$ cat config.mk
export PLATFORM = sky130hd
export DESIGN_NAME = vout_timing_gen
export DESIGN_NICKNAME = d
export VERILOG_FILES = /design/src/rtl/vout_pkg.sv /design/src/rtl/vout_tpg.sv /design/src/rtl/vout_timing_gen.sv
export SDC_FILE = /design/constraint.sdc
export NUM_CORES = 1
export LEC_CHECK = 0
export BUFFER_PORTS_ARGS = -buffer_cell sky130_fd_sc_hd__buf_2
export CAP_MARGIN = 10
export CORE_MARGIN = 2
export CORE_UTILIZATION = 55
export CTS_CLUSTER_DIAMETER = 100
export DETAILED_ROUTE_END_ITERATION = 10
export GPL_ROUTABILITY_DRIVEN = 0
export PLACE_DENSITY = 0.83
export SETUP_SLACK_MARGIN = 0.5
export SLEW_MARGIN = 15
export SYNTH_ARGS = -nofsm -noshare
export SYNTH_HDL_FRONTEND = slang
export SYNTH_SLANG_ARGS = --single-unit
$ cat constraint.sdc
create_clock -name clk -period 3.8 [get_ports clk]
set_input_delay 0.95 -clock clk [delete_from_list [all_inputs] [get_ports clk]]
set_output_delay 0.95 -clock clk [all_outputs]
set_load 0.01 [all_outputs]
$ cat src/rtl/vout_pkg.sv
// ---------------------------------------------------------------------------
// vout_pkg
// Shared definitions for the video-output timing generator:
//   - 640x480@60 raster timing constants (defaults for vout_timing_gen)
//   - PIPE_DEPTH: clocks from counter decode to hs/vs/de/rgb outputs
//   - cnt_t: 12-bit raster counter type
//   - colour-bar RGB constants and a bar-index -> colour helper
// ---------------------------------------------------------------------------
package vout_pkg;

  localparam int TIM_H_ACTIVE = 640;
  localparam int TIM_H_FP     = 16;
  localparam int TIM_H_SYNC   = 96;
  localparam int TIM_H_BP     = 48;
  localparam int TIM_V_ACTIVE = 480;
  localparam int TIM_V_FP     = 10;
  localparam int TIM_V_SYNC   = 2;
  localparam int TIM_V_BP     = 33;

  // Decode -> output latency: one clock for the FIFO read, one for the pixel register.
  localparam int PIPE_DEPTH = 2;

  typedef logic [11:0] cnt_t;

  localparam logic [23:0] RGB_WHITE   = 24'hFFFFFF;
  localparam logic [23:0] RGB_YELLOW  = 24'hFFFF00;
  localparam logic [23:0] RGB_CYAN    = 24'h00FFFF;
  localparam logic [23:0] RGB_GREEN   = 24'h00FF00;
  localparam logic [23:0] RGB_MAGENTA = 24'hFF00FF;
  localparam logic [23:0] RGB_RED     = 24'hFF0000;
  localparam logic [23:0] RGB_BLUE    = 24'h0000FF;
  localparam logic [23:0] RGB_BLACK   = 24'h000000;

  // Colour of bar number idx, left to right.
  function automatic logic [23:0] bar_colour(input logic [2:0] idx);
    logic [23:0] c;
    case (idx)
      3'd0:    c = RGB_WHITE;
      3'd1:    c = RGB_YELLOW;
      3'd2:    c = RGB_CYAN;
      3'd3:    c = RGB_GREEN;
      3'd4:    c = RGB_MAGENTA;
      3'd5:    c = RGB_RED;
      3'd6:    c = RGB_BLUE;
      default: c = RGB_BLACK;
    endcase
    return c;
  endfunction

endpackage

$ cat src/rtl/vout_tpg.sv
// ---------------------------------------------------------------------------
// vout_tpg
// Vertical colour-bar test pattern: eight bars of H_ACTIVE/8 pixels each,
// white, yellow, cyan, green, magenta, red, blue, black. Output is registered,
// so rgb reflects the hcnt presented one clock earlier.
// Ports:
//   clk   in   pixel clock
//   rst_n in   synchronous active-low reset
//   hcnt  in   horizontal counter (12 bits)
//   rgb   out  bar colour for that hcnt (24 bits, registered)
// ---------------------------------------------------------------------------
module vout_tpg
  import vout_pkg::*;
#(
  parameter int H_ACTIVE = TIM_H_ACTIVE
) (
  input  logic        clk,
  input  logic        rst_n,
  input  cnt_t        hcnt,
  output logic [23:0] rgb
);

  localparam int   BAR_W   = ((H_ACTIVE / 8) > 0) ? (H_ACTIVE / 8) : 1;
  localparam cnt_t BAR_W_C = cnt_t'(BAR_W);

  cnt_t       idx_s;
  logic [2:0] bar_s;
  logic [23:0] rgb_r;

  // Bar index from the pixel column; columns past the last bar stay black.
  always_comb begin
    idx_s = hcnt / BAR_W_C;
    if (idx_s > 12'd7) begin
      bar_s = 3'd7;
    end else begin
      bar_s = idx_s[2:0];
    end
  end

  // Colour register.
  always_ff @(posedge clk) begin
    if (!rst_n) begin
      rgb_r <= 24'h000000;
    end else begin
      rgb_r <= bar_colour(bar_s);
    end
  end

  assign rgb = rgb_r;

endmodule

$ cat src/rtl/vout_timing_gen.sv
// ---------------------------------------------------------------------------
// vout_timing_gen
// Raster timing generator and read-FIFO consumer for the DDR frame-buffer
// video output. Generates HS/VS/DE, drives the read side of the controller's
// output FIFO (frame valid + read enable) and re-times FIFO words into pixels.
// Optional build macro: VOUT_TPG_EN adds a colour-bar test pattern selected
// by tpg_en_i (otherwise tpg_en_i is ignored).
// Ports:
//   clk          in   pixel clock, also FIFO read clock
//   rst_n        in   synchronous active-low reset
//   en_i         in   raster enable
//   tpg_en_i     in   test-pattern select
//   fifo_data_i  in   FIFO dout, pixel in [23:0] = {R,G,B}
//   fifo_empty_i in   FIFO empty
//   fval_o       out  read-side frame valid
//   rden_o       out  FIFO read enable
//   hs_o, vs_o   out  syncs (active level HS_POL / VS_POL)
//   de_o         out  data enable
//   rgb_o        out  pixel (24 bits)
//   underflow_o  out  sticky read-while-empty flag, cleared at fval_o rise
// ---------------------------------------------------------------------------
module vout_timing_gen
  import vout_pkg::*;
#(
  parameter int   H_ACTIVE = TIM_H_ACTIVE,
  parameter int   H_FP     = TIM_H_FP,
  parameter int   H_SYNC   = TIM_H_SYNC,
  parameter int   H_BP     = TIM_H_BP,
  parameter int   V_ACTIVE = TIM_V_ACTIVE,
  parameter int   V_FP     = TIM_V_FP,
  parameter int   V_SYNC   = TIM_V_SYNC,
  parameter int   V_BP     = TIM_V_BP,
  parameter logic HS_POL   = 1'b0,
  parameter logic VS_POL   = 1'b0
) (
  input  logic        clk,
  input  logic        rst_n,
  input  logic        en_i,
  input  logic        tpg_en_i,
  input  logic [31:0] fifo_data_i,
  input  logic        fifo_empty_i,
  output logic        fval_o,
  output logic        rden_o,
  output logic        hs_o,
  output logic        vs_o,
  output logic        de_o,
  output logic [23:0] rgb_o,
  output logic        underflow_o
);

  localparam int   H_TOTAL    = H_ACTIVE + H_FP + H_SYNC + H_BP;
  localparam int   V_TOTAL    = V_ACTIVE + V_FP + V_SYNC + V_BP;
  localparam cnt_t H_LAST     = cnt_t'(H_TOTAL - 1);
  localparam cnt_t V_LAST     = cnt_t'(V_TOTAL - 1);
  localparam cnt_t H_ACT_C    = cnt_t'(H_ACTIVE);
  localparam cnt_t V_ACT_C    = cnt_t'(V_ACTIVE);
  localparam cnt_t H_SYNC_BEG = cnt_t'(H_ACTIVE + H_FP);
  localparam cnt_t H_SYNC_END = cnt_t'(H_ACTIVE + H_FP + H_SYNC);
  localparam cnt_t V_SYNC_BEG = cnt_t'(V_ACTIVE + V_FP);
  localparam cnt_t V_SYNC_END = cnt_t'(V_ACTIVE + V_FP + V_SYNC);

  cnt_t hcnt_r, vcnt_r;
  cnt_t hcnt_nxt_s, vcnt_nxt_s;
  logic active_nxt_s, fval_nxt_s;
  logic hs_lvl_s, vs_lvl_s;
  logic rden_r, fval_r, underflow_r;
  logic uf_set_s, fval_rise_s;
  logic [PIPE_DEPTH-1:0] hs_pipe_r, vs_pipe_r, de_pipe_r;
  logic rd_d1_r, empty_d1_r;
  logic [23:0] fifo_rgb_s, rgb_nxt_s, rgb_r;
  logic unused_s;

  // Next raster position; disabled raster parks at the start of the front porch.
  always_comb begin
    hcnt_nxt_s = 12'd0;
    vcnt_nxt_s = V_ACT_C;
    if (en_i) begin
      if (hcnt_r == H_LAST) begin
        hcnt_nxt_s = 12'd0;
        if (vcnt_r == V_LAST) begin
          vcnt_nxt_s = 12'd0;
        end else begin
          vcnt_nxt_s = vcnt_r + 12'd1;
        end
      end else begin
        hcnt_nxt_s = hcnt_r + 12'd1;
        vcnt_nxt_s = vcnt_r;
      end
    end else begin
      hcnt_nxt_s = 12'd0;
      vcnt_nxt_s = V_ACT_C;
    end
  end

  // Decodes of the next position, registered so rden_o/fval_o line up with
  // the counter registers. fval is low through front porch and sync only, so
  // its rise at the back porch gives the controller V_BP lines to prefill.
  always_comb begin
    active_nxt_s = (hcnt_nxt_s < H_ACT_C) && (vcnt_nxt_s < V_ACT_C);
    fval_nxt_s   = !((vcnt_nxt_s >= V_ACT_C) && (vcnt_nxt_s < V_SYNC_END));
    fval_rise_s  = fval_nxt_s && !fval_r;
    uf_set_s     = rden_r && fifo_empty_i;
  end

  // Sync decodes of the current position, expressed as output levels.
  always_comb begin
    if ((hcnt_r >= H_SYNC_BEG) && (hcnt_r < H_SYNC_END)) begin
      hs_lvl_s = HS_POL;
    end else begin
      hs_lvl_s = ~HS_POL;
    end
    if ((vcnt_r >= V_SYNC_BEG) && (vcnt_r < V_SYNC_END)) begin
      vs_lvl_s = VS_POL;
    end else begin
      vs_lvl_s = ~VS_POL;
    end
  end

  // Raster counters, read enable and frame valid.
  always_ff @(posedge clk) begin
    if (!rst_n) begin
      hcnt_r <= 12'd0;
      vcnt_r <= V_ACT_C;
      rden_r <= 1'b0;
      fval_r <= 1'b0;
    end else begin
      hcnt_r <= hcnt_nxt_s;
      vcnt_r <= vcnt_nxt_s;
      rden_r <= active_nxt_s;
      fval_r <= fval_nxt_s;
    end
  end

  // HS/VS/DE delay lines matching the FIFO read + pixel register latency.
  always_ff @(posedge clk) begin
    if (!rst_n) begin
      hs_pipe_r <= {PIPE_DEPTH{~HS_POL}};
      vs_pipe_r <= {PIPE_DEPTH{~VS_POL}};
      de_pipe_r <= '0;
    end else begin
      hs_pipe_r <= {hs_pipe_r[PIPE_DEPTH-2:0], hs_lvl_s};
      vs_pipe_r <= {vs_pipe_r[PIPE_DEPTH-2:0], vs_lvl_s};
      de_pipe_r <= {de_pipe_r[PIPE_DEPTH-2:0], rden_r};
    end
  end

  // Stage 1: remember whether a read was issued and whether it hit an empty FIFO.
  always_ff @(posedge clk) begin
    if (!rst_n) begin
      rd_d1_r    <= 1'b0;
      empty_d1_r <= 1'b0;
    end else begin
      rd_d1_r    <= rden_r;
      empty_d1_r <= fifo_empty_i;
    end
  end

  // FIFO pixel; a read that found the FIFO empty yields black.
  always_comb begin
    if (rd_d1_r && !empty_d1_r) begin
      fifo_rgb_s = fifo_data_i[23:0];
    end else begin
      fifo_rgb_s = 24'h000000;
    end
  end

`ifdef VOUT_TPG_EN
  logic [23:0] tpg_rgb_s;

  vout_tpg #(
    .H_ACTIVE (H_ACTIVE)
  ) u_tpg (
    .clk   (clk),
    .rst_n (rst_n),
    .hcnt  (hcnt_r),
    .rgb   (tpg_rgb_s)
  );

  // Pixel source select; FIFO reads continue underneath the test pattern.
  always_comb begin
    rgb_nxt_s = fifo_rgb_s;
    if (tpg_en_i) begin
      rgb_nxt_s = rd_d1_r ? tpg_rgb_s : 24'h000000;
    end else begin
      rgb_nxt_s = fifo_rgb_s;
    end
  end
`else
  // Pixel source: always the FIFO.
  always_comb begin
    rgb_nxt_s = fifo_rgb_s;
  end
`endif

  // Stage 2: pixel register.
  always_ff @(posedge clk) begin
    if (!rst_n) begin
      rgb_r <= 24'h000000;
    end else begin
      rgb_r <= rgb_nxt_s;
    end
  end

  // Sticky underflow; a set in the same clock as the frame-start clear wins.
  always_ff @(posedge clk) begin
    if (!rst_n) begin
      underflow_r <= 1'b0;
    end else if (uf_set_s) begin
      underflow_r <= 1'b1;
    end else if (fval_rise_s) begin
      underflow_r <= 1'b0;
    end else begin
      underflow_r <= underflow_r;
    end
  end

  // Upper FIFO byte carries no pixel data; tpg_en_i is unused without the pattern.
  assign unused_s = ^{fifo_data_i[31:24], tpg_en_i};

  assign fval_o      = fval_r;
  assign rden_o      = rden_r;
  assign hs_o        = hs_pipe_r[PIPE_DEPTH-1];
  assign vs_o        = vs_pipe_r[PIPE_DEPTH-1];
  assign de_o        = de_pipe_r[PIPE_DEPTH-1];
  assign rgb_o       = rgb_r;
  assign underflow_o = underflow_r;

endmodule
# Word-level counts from Yosys, hierarchy flattened
# Index checks and enable logic that the tools add are counted.
# word_totals
in_bits	37
out_inout_bits	30
regBits	59
# op_classes
eq_ne	2
mux	9
order_cmp	8
n_reduce_logical	12
add_sub_neg	2
# op_table
cell	n
$mux W12	5
$lt A12 B9 Y1 const B	3
$add A12 B1 Y12 const B	2
$eq A12 B10 Y1 const B	2
$ge A12 B9 Y1 const B	2
$lt A12 B10 Y1 const B	2
$ge A12 B10 Y1 const B	1
$logic_and A1 B1 Y1	7
$mux W1	4
$logic_not A1 Y1	3
$reduce_and A2 Y1	1
$reduce_bool A2 Y1	1

# Depth between registers and ports, before layout
# Gate-level depths: netlist of the first run.
# logic_depth
word_depth	10
mapped_depth	9
ltp_nobuf	8

# Worst setup path before layout of the first run
# OpenSTA, ideal clock, no wires.
# synth_timing
kind	register -> register
startpoint	register vcnt_r[1]
endpoint	register underflow_r (netlist: underflow_o)
arrival_time_ns	2.112
n_path_buf	0
setup_slack_ns	1.602
setup_ns	0.086
synth_period_minus_slack_ns	2.198
stages_incl_launch_ff	8
required_ns	3.714
cell_sequence	dfxtp_1 > ha_1 > nand3_1 > or4_1 > o31ai_1 > nor3_1 > a211o_1 > a221oi_2
# synth_via
elab_chain_len	9
elab_cells_between_ends	11
classes_between	add/sub (1); order compare (2); eq/ne (1); mux (3); reduce/logical (4)
# synth_lines
item	line	text
start: declaration	vout_timing_gen.sv:62	cnt_t hcnt_r, vcnt_r;
start signal: assignment	vout_timing_gen.sv:128	vcnt_r <= vcnt_nxt_s;
$add A12 B1 Y12 / $eq A12 B10 Y1 (equally long branches)	vout_timing_gen.sv:83, vout_timing_gen.sv:80	
$mux W12	vout_timing_gen.sv:80	if (vcnt_r == V_LAST) begin
$mux W12 *	vout_timing_gen.sv:78	if (hcnt_r == H_LAST) begin
$mux W12 *	vout_timing_gen.sv:77	if (en_i) begin
$ge A12 B9 Y1 / $lt A12 B9 Y1 (equally long branches)	vout_timing_gen.sv:100	fval_nxt_s = !((vcnt_nxt_s >= V_ACT_C) && (vcnt_nxt_s < V_SYNC_END));
$logic_and A1 B1 Y1 *	vout_timing_gen.sv:100	
$logic_not A1 Y1 *	vout_timing_gen.sv:100	
$logic_and A1 B1 Y1 *	vout_timing_gen.sv:101	fval_rise_s = fval_nxt_s && !fval_r;
$reduce_bool A2 Y1 (no line) *	--	
end signal: assignment	vout_timing_gen.sv:213	underflow_r <= underflow_r;
end: declaration	vout_timing_gen.sv:66	logic rden_r, fval_r, underflow_r;
# Mark *: on every way between the ends. The rest lies on a longest branch, timed or not.
# A chain may end at the register's enable or synchronous reset.

# Worst setup path in the final report of the first run
# layout_timing
startpoint	register hcnt_r[0]
endpoint	register fval_r (netlist: fval_o)
# layout_via
elab_chain_len	6
elab_cells_between_ends	7
classes_between	order compare (2); eq/ne (1); mux (2); reduce/logical (2)
# layout_lines
item	line	text
start: declaration	vout_timing_gen.sv:62	
start signal: assignment	vout_timing_gen.sv:127	hcnt_r <= hcnt_nxt_s;
$eq A12 B10 Y1 *	vout_timing_gen.sv:78	
$mux W12 *	vout_timing_gen.sv:78	
$mux W12 *	vout_timing_gen.sv:77	
$ge A12 B9 Y1 / $lt A12 B9 Y1 (equally long branches)	vout_timing_gen.sv:100	
$logic_and A1 B1 Y1 *	vout_timing_gen.sv:100	
$logic_not A1 Y1 *	vout_timing_gen.sv:100	
end signal: assignment	vout_timing_gen.sv:130	fval_r <= fval_nxt_s;
end: declaration	vout_timing_gen.sv:66	
# Marked as above.

==> run_results.csv, run 1 <==
group,metric,value,unit
clock_tree,clock-sinks,58,
global_routing,grt_usage,21.6,%
clock_tree,cts_tree,"built",
finish,antenna_cells,0,
finish,nets,352,
synth,synth-compound-area-share,8.33,%
global_routing,grt_pass1_vias,1907,
drt,detail_route.iter0.violations,60,
sta,setup_viol,0,
sta,tightest_slew,710,ps
drt,ant_nets,0,
clock_tree,clock_latency,330,ps
global_routing,antenna_found_initial,0,
clock_tree,cts-htree-levels,3,
synth,syn_inst,250,
worst_setup_path,cp_data_arrival_time,2800,ps
sta,fmax,0.396,GHz
floorplanning,dieHeight,70.1,um
synth,yosysMostFrequentCell,"dfxtp_1",
synth,syn_avg_cell_area,9.61,um^2
clock_tree,postCtsSetupRepairBufs,0,
power_and_ir_drop,total_power,1.43,mW
worst_setup_path,cp-end-kind,"flop",
worst_setup_path,critPathMaxFanout,7,
run,drv_cap,0,
sta,slew_violations,0,
sta,rsz0062_at_grt,"no",
sta,fin_crit_sh,66.4,%
synth,synth-adder-area-share,2.60,%
sta,max_slew_margin,52.2,%
synth,yosys.area_share.xor_xnor,6.92,%
finish,nFillCells,320,
synth,synth_top_cell_by_area,"dfxtp_1",
synth,netlist_area,2400,um^2
synth,synth_area_leaders,"dfxtp_1, and2_1, xnor2_1, nand2_1, nor2_1",
finish,seq_area,1160,um^2
clock_tree,cts.hold.buffers_added,0,
global_routing,grt_max_degree,25,
worst_setup_path,required,4080,ps
synth,synth.area.mux_share,0.833,%
synth,async_flop_share,0,%
clock_tree,cts_buffer_depth,2,
global_routing,grt_pass1_wl,8330,um
clock_tree,clk_pin_slew,60,ps
clock_tree,cts_buffers,9,
synth,synth-warning-count,0,
drt,vias,1984,
hold_path,hold_path.class,"reg2reg",
finish,multi_input_area,1180,um^2
drt,wl_per_cell,13.5,um
worst_setup_path,cp-start-kind,"flop",
outcome,status,"finished, final reports clean",
global_routing,gr-total-overflow,0,
drt,avgViaCountPerCell,5.41,
power_and_ir_drop,p_per_area,475,nW/um^2
synth,synth.top_cell.area_share,48.3,%
finish,drive_gt1_share,25.4,%
floorplanning,die_w,70.1,um
floorplanning,core.rowCount,24,
synth,synth-simple-area-share,30.4,%
floorplanning,die_area,4910,um^2
sta,hold_viol,0,
sta,post-route-min-period,2520,ps
power_and_ir_drop,ir_drop,0.285,mV
synth,synth_top_family_by_area,"simple AND/OR/NAND/NOR gates",
synth,seq_area_frac_synth,48.3,%
synth,synth_edf_count,0,
power_and_ir_drop,leakagePower,1.29,nW
clock_tree,post_cts_resized,0,
finish,area_growth,25.1,%
sta,skew,6.91,ps
synth,syn-num-nets,292,
worst_setup_path,worstSetupPathType,"reg2reg",
place,io_buffers,57,
synth,ys.flop_type,"dfxtp_1",
clock_tree,cts_root_buffer,"clkbuf_8",
synth,synthDistinctLibCells,48,
place,dp_hpwl,3540,um
floorplanning,ios,67,
drt,drc_errors,0,
floorplanning,core,4290,um^2
sta,fin_setup_tns,0,ps
drt,drt-pass1-iter-count,4,
floorplanning,start_util,56.0,%
synth,ys_ff_latch,58,
drt,routed_wl,4960,um
synth,synth_commonest_cells,"dfxtp_1, and2_1, nand2_1",
-- where the power goes --
group,leakage (nW),internal (mW),switching (mW),total (mW)
Sequential,0.468,0.610,0.00147,0.611
Clock,0.143,0.556,0.235,0.791
Combinational,0.681,0.0133,0.0138,0.0272
Total,1.29,1.18,0.250,1.43
-- worst max-delay path: stages, from the launching register on --
cell	delay, ps
dfxtp_1	350
ha_1	260
and3_1	290
and4_1	340
a21boi_0	600
nand2_1	310
a31oi_1	220
a21o_1	100
-- area by class of cell --
| cell class | instances | area share, % |
|---|---|---|
| inverters | 6 | 0.749 |
| clock inverters | 4 | 4.00 |
| multi-input cells | 177 | 39.2 |
| flip-flops and latches | 58 | 38.6 |
| clock buffers | 12 | 5.49 |
| repair buffers | 58 | 9.74 |
| well taps | 52 | 2.16 |
-- cell families after synthesis --
family          count (synthesis)
compound gates                 26
xor+xnor                       19
fa+ha+maj                       5
buf+inv                        15
flops                          58
mux                             2
simple gates                  125
-- final timing paths --
| check | start | endpoint | slack (ps) | depth (start not counted) |
|---|---|---|---|---|
| setup / recovery | hcnt_r[0] | fval_o | 1280 | 7 |
| hold / removal | vs_pipe_r[0] | vs_pipe_r[1] | 410 | 1 |
| setup reg to reg | hcnt_r[0] | fval_o | 1280 | 7 |
| hold reg to reg | vs_pipe_r[0] | vs_pipe_r[1] | 410 | 1 |
-- sequential cells by signal, indices dropped and copies added (netlist names) --
name         count
rgb_o           24
hcnt_r          12
vcnt_r          12
de_pipe_r        2
hs_pipe_r        2
vs_pipe_r        2
empty_d1_r       1
fval_o           1
rden_o           1
underflow_o      1
-- metal layers --
layer | up-vias | GRT usage [%] | part of all wire [%]
met5 | - | 0 | 0
met4 | 0 | 7.69 | 1.8
met3 | 10 | 8.23 | 8.2
met2 | 82 | 35.8 | 46
met1 | 907 | 25.4 | 44
li1 | 985 | - | -
-- layout by cell type (no fill, tap or decap), drive strengths merged, types with 6 or more instances in the layout --
cell,Yosys,final
nand2,22,22
nor4,6,6
nand4,7,7
xnor2,12,12
nor2,21,21
clkbuf,7,12
dfxtp,58,58
buf,2,58
xor2,7,7
nand3,10,10
and2,28,28
nor3,6,6
inv,6,6
-- stage by stage --
stage	setup slack [ps]	hold slack [ps]	std cells	cell area, um^2	util [%]
finish	1280	407	367	3010	70.0
global route	1130	432	367	3010	70.0
global placement	1380	391	351	2720	63.4
floorplan	1600	386	250	2400	-
CTS	1290	410	367	3010	70.0
detailed placement	1310	394	351	2720	63.4
Note: power is estimated with default switching activity, not from simulation.
==> run 2, diff against run 1 <==
--- a/config.mk
+++ b/config.mk
@@ -5,14 +5,15 @@
 export SDC_FILE = /design/constraint.sdc
 export NUM_CORES = 1
 export LEC_CHECK = 0
+export ABC_AREA = 1
 export BUFFER_PORTS_ARGS = -buffer_cell sky130_fd_sc_hd__buf_2
 export CAP_MARGIN = 10
 export CORE_MARGIN = 2
-export CORE_UTILIZATION = 55
+export CORE_UTILIZATION = 52
 export CTS_CLUSTER_DIAMETER = 100
 export DETAILED_ROUTE_END_ITERATION = 10
 export GPL_ROUTABILITY_DRIVEN = 0
-export PLACE_DENSITY = 0.83
+export PLACE_DENSITY = 0.79
 export SETUP_SLACK_MARGIN = 0.5
 export SLEW_MARGIN = 15
 export SYNTH_ARGS = -nofsm -noshare
==> constraint.sdc (replaced) <==
create_clock -name clk -period 2.41 [get_ports clk]
set_input_delay 0.6025 -clock clk [delete_from_list [all_inputs] [get_ports clk]]
set_output_delay 0.6025 -clock clk [all_outputs]
set_load 0.01 [all_outputs]
==> run 2 against run 1 <==
Compared with the run above:
- synthesized cell count up 45%
- die area up 12%
- clock skew up 2.4 ps
- design area up 5.5%
- worst setup slack worse by 660 ps
- clock power up 14%
- non-clock buffer count up 2
- clock-buffer cell count down 3
- maximum frequency up 41%
==> run_results.csv, run 2 <==
group,metric,value,unit
clock_tree,cts_root_buffer,"clkbuf_8",
finish,mostFrequentLayoutCell,"nand2_1",
worst_setup_path,required,2650,ps
sta,rsz0062_at_grt,"no",
sta,post-route-min-period,1800,ps
synth,syn_avg_cell_area,7.11,um^2
finish,finalNonFillerCells,495,
drt,drc_errors,0,
worst_setup_path,slowest_stage,"dfxtp_2",
clock_tree,clock-sinks,58,
worst_setup_path,cpPeakStageDelay,370,ps
worst_setup_path,cp-end-kind,"flop",
clock_tree,cts_tree,"built",
synth,synth-warning-count,0,
sta,setup_viol,0,
sta,fmax,0.557,GHz
global_routing,gr-total-overflow,0,
global_routing,grt_pass1_vias,2059,
worst_setup_path,worstSetupPathType,"reg2reg",
floorplanning,dieHeight,74.4,um
drt,drt-pass1-iter-count,4,
finish,drive_gt1_share,25.7,%
clock_tree,cts-htree-levels,3,
sta,fin_setup_tns,0,ps
drt,ant_nets,0,
synth,synth_commonest_cells,"nand2_1, nor2_1, dfxtp_1",
sta,slew_violations,0,
finish,nets,465,
worst_setup_path,r2r_setup_slack,610,ps
synth,seq_area_frac_synth,45.1,%
floorplanning,die_area,5530,um^2
power_and_ir_drop,leakagePower,1.56,nW
floorplanning,ios,67,
global_routing,antenna_found_initial,0,
global_routing,grt_pass1_wl,9070,um
drt,avgViaCountPerCell,4.89,
clock_tree,cts_buffer_depth,2,
finish,layout_common_cells,"nand2_1, nor2_1, buf_2, inv_1, dfxtp_1",
synth,yosysMostFrequentCell,"nand2_1",
synth,netlist_area,2570,um^2
synth,synth_area_leaders,"dfxtp_1, nand2_1, nor2_1, inv_1, nand3_1",
drt,routed_wl,5880,um
place,dp_hpwl,4020,um
floorplanning,core.rowCount,25,
worst_setup_path,cp_data_arrival_time,2030,ps
worst_setup_path,startpoint,"hcnt_r[0]",
sta,tightest_slew,454,ps
drt,wl_per_cell,11.9,um
finish,antenna_cells,0,
outcome,status,"finished, final reports clean",
floorplanning,die_w,74.4,um
synth,synth.top_cell.area_share,45.1,%
worst_setup_path,critPathMaxFanout,8,
worst_setup_path,rr_startpoint,"hcnt_r[0]",
finish,largest_register_ff_count,24,
place,dp_cells,477,
synth,synth_edf_count,0,
synth,syn_inst,362,
synth,async_flop_share,0,%
global_routing,grt_usage,22.0,%
sta,max_slew_margin,69.6,%
finish,area_growth,23.3,%
clock_tree,cts_buffers,9,
sta,hold_viol,0,
worst_setup_path,cp-start-kind,"flop",
clock_tree,clock_latency,340,ps
sta,skew,9.28,ps
global_routing,grt_max_degree,25,
power_and_ir_drop,p_per_area,603,nW/um^2
synth,ys_ff_latch,58,
clock_tree,cts.hold.buffers_added,0,
floorplanning,start_util,54.1,%
synth,ys.flop_type,"dfxtp_1",
sta,fin_crit_sh,74.5,%
drt,detail_route.iter0.violations,180,
power_and_ir_drop,ir_drop,0.358,mV
drt,vias,2419,
run,drv_cap,0,
hold_path,hold_path.class,"reg2reg",
floorplanning,core,4750,um^2
worst_setup_path,path_cells,"ha_4 > nand2_2 > nor2_4 > nand3_4 > inv_4 > nand2_1 > nand3_2 > nand2_2 > nor2_4 > nand4_1 > and2_1",
synth,synth_top_cell_by_area,"dfxtp_1",
hold_path,worstHoldStart,"vs_pipe_r[0]",
place,io_buffers,57,
clock_tree,clk_pin_slew,70,ps
synth,synthDistinctLibCells,32,
synth,syn-num-nets,404,
-- run 2: timing repair --
action | in CTS | in global routing
pin swaps | 0 | 4
resized for setup | 1 | 20
endpoints found under the setup margin | 1 | 5
setup buffers | 0 | 1
gates cloned | 0 | 1
-- run 2: power breakdown --
part           total [mW]  internal, mW  switching, mW  leakage (nW)
sequential          0.963         0.961        0.00217         0.470
combinational      0.0505        0.0221         0.0283          1.01
clock               0.900         0.483          0.417        0.0885
total                1.91          1.47          0.447          1.56
-- run 2: cell families (layout without fill, tap and decap cells) --
| kind of cell | count (synthesis) | after routing | synth area share, % |
|---|---|---|---|
| adders and majority gates | 5 | 5 | 2.43 |
| DFF | 58 | 58 | 45.1 |
| xor gates and xnor gates | 6 | 6 | 2.04 |
| buffers and inverters | 71 | 137 | 11.3 |
| AOI/OAI and AO/OA | 14 | 14 | 3.55 |
| and+or+nand+nor | 208 | 208 | 35.6 |
-- run 2: worst paths after layout --
check / to / cells after the start
worst max-delay path: fval_o / 11
worst min-delay path: vs_pipe_r[1] / 1
worst max register to register: fval_o / 11
worst min register to register: vs_pipe_r[1] / 1
-- run 2: critical path: cells and delay by family, from the launching register on --
| kind | cells | cell delay [ps] |
|---|---|---|
| flops | 1 | 370 |
| fa+ha+maj | 1 | 150 |
| simple gates | 9 | 1040 |
| buf+inv | 1 | 120 |
-- run 2: cell type report --
type	count	area [um^2]
multi-input cells	233	1180
well taps	67	83.8
clock inverters	7	77.6
repair buffers	60	309
clock buffers	9	124
flip-flops and latches	58	1170
inverters	61	231
fillers	419	1580
-- run 2: per-stage QoR --
step / setup slack, ps / hold WS (ps) / cell area (um^2) / power [mW] / util (%)
after global routing: 479 / 431 / 3170 / 1.98 / 66.7
after global placement: 571 / 393 / 2890 / 1.03 / 60.8
after CTS: 530 / 420 / 3090 / 1.93 / 65.0
after detailed placement: 514 / 402 / 2890 / 1.03 / 60.8
after floorplan: 775 / 393 / 2570 / 1.01 / -
final: 615 / 418 / 3170 / 1.91 / 66.7
-- run 2: per-layer routing --
| layer | track usage, % | up-vias | wire length (um) |
|---|---|---|---|
| met1 | 25.6 | 1113 | 2360 |
| met3 | 8.54 | 15 | 337 |
| met2 | 36.0 | 60 | 3050 |
| li1 | - | 1231 | - |
| met4 | 9.92 | 0 | 135 |
| met5 | 0 | - | 0 |
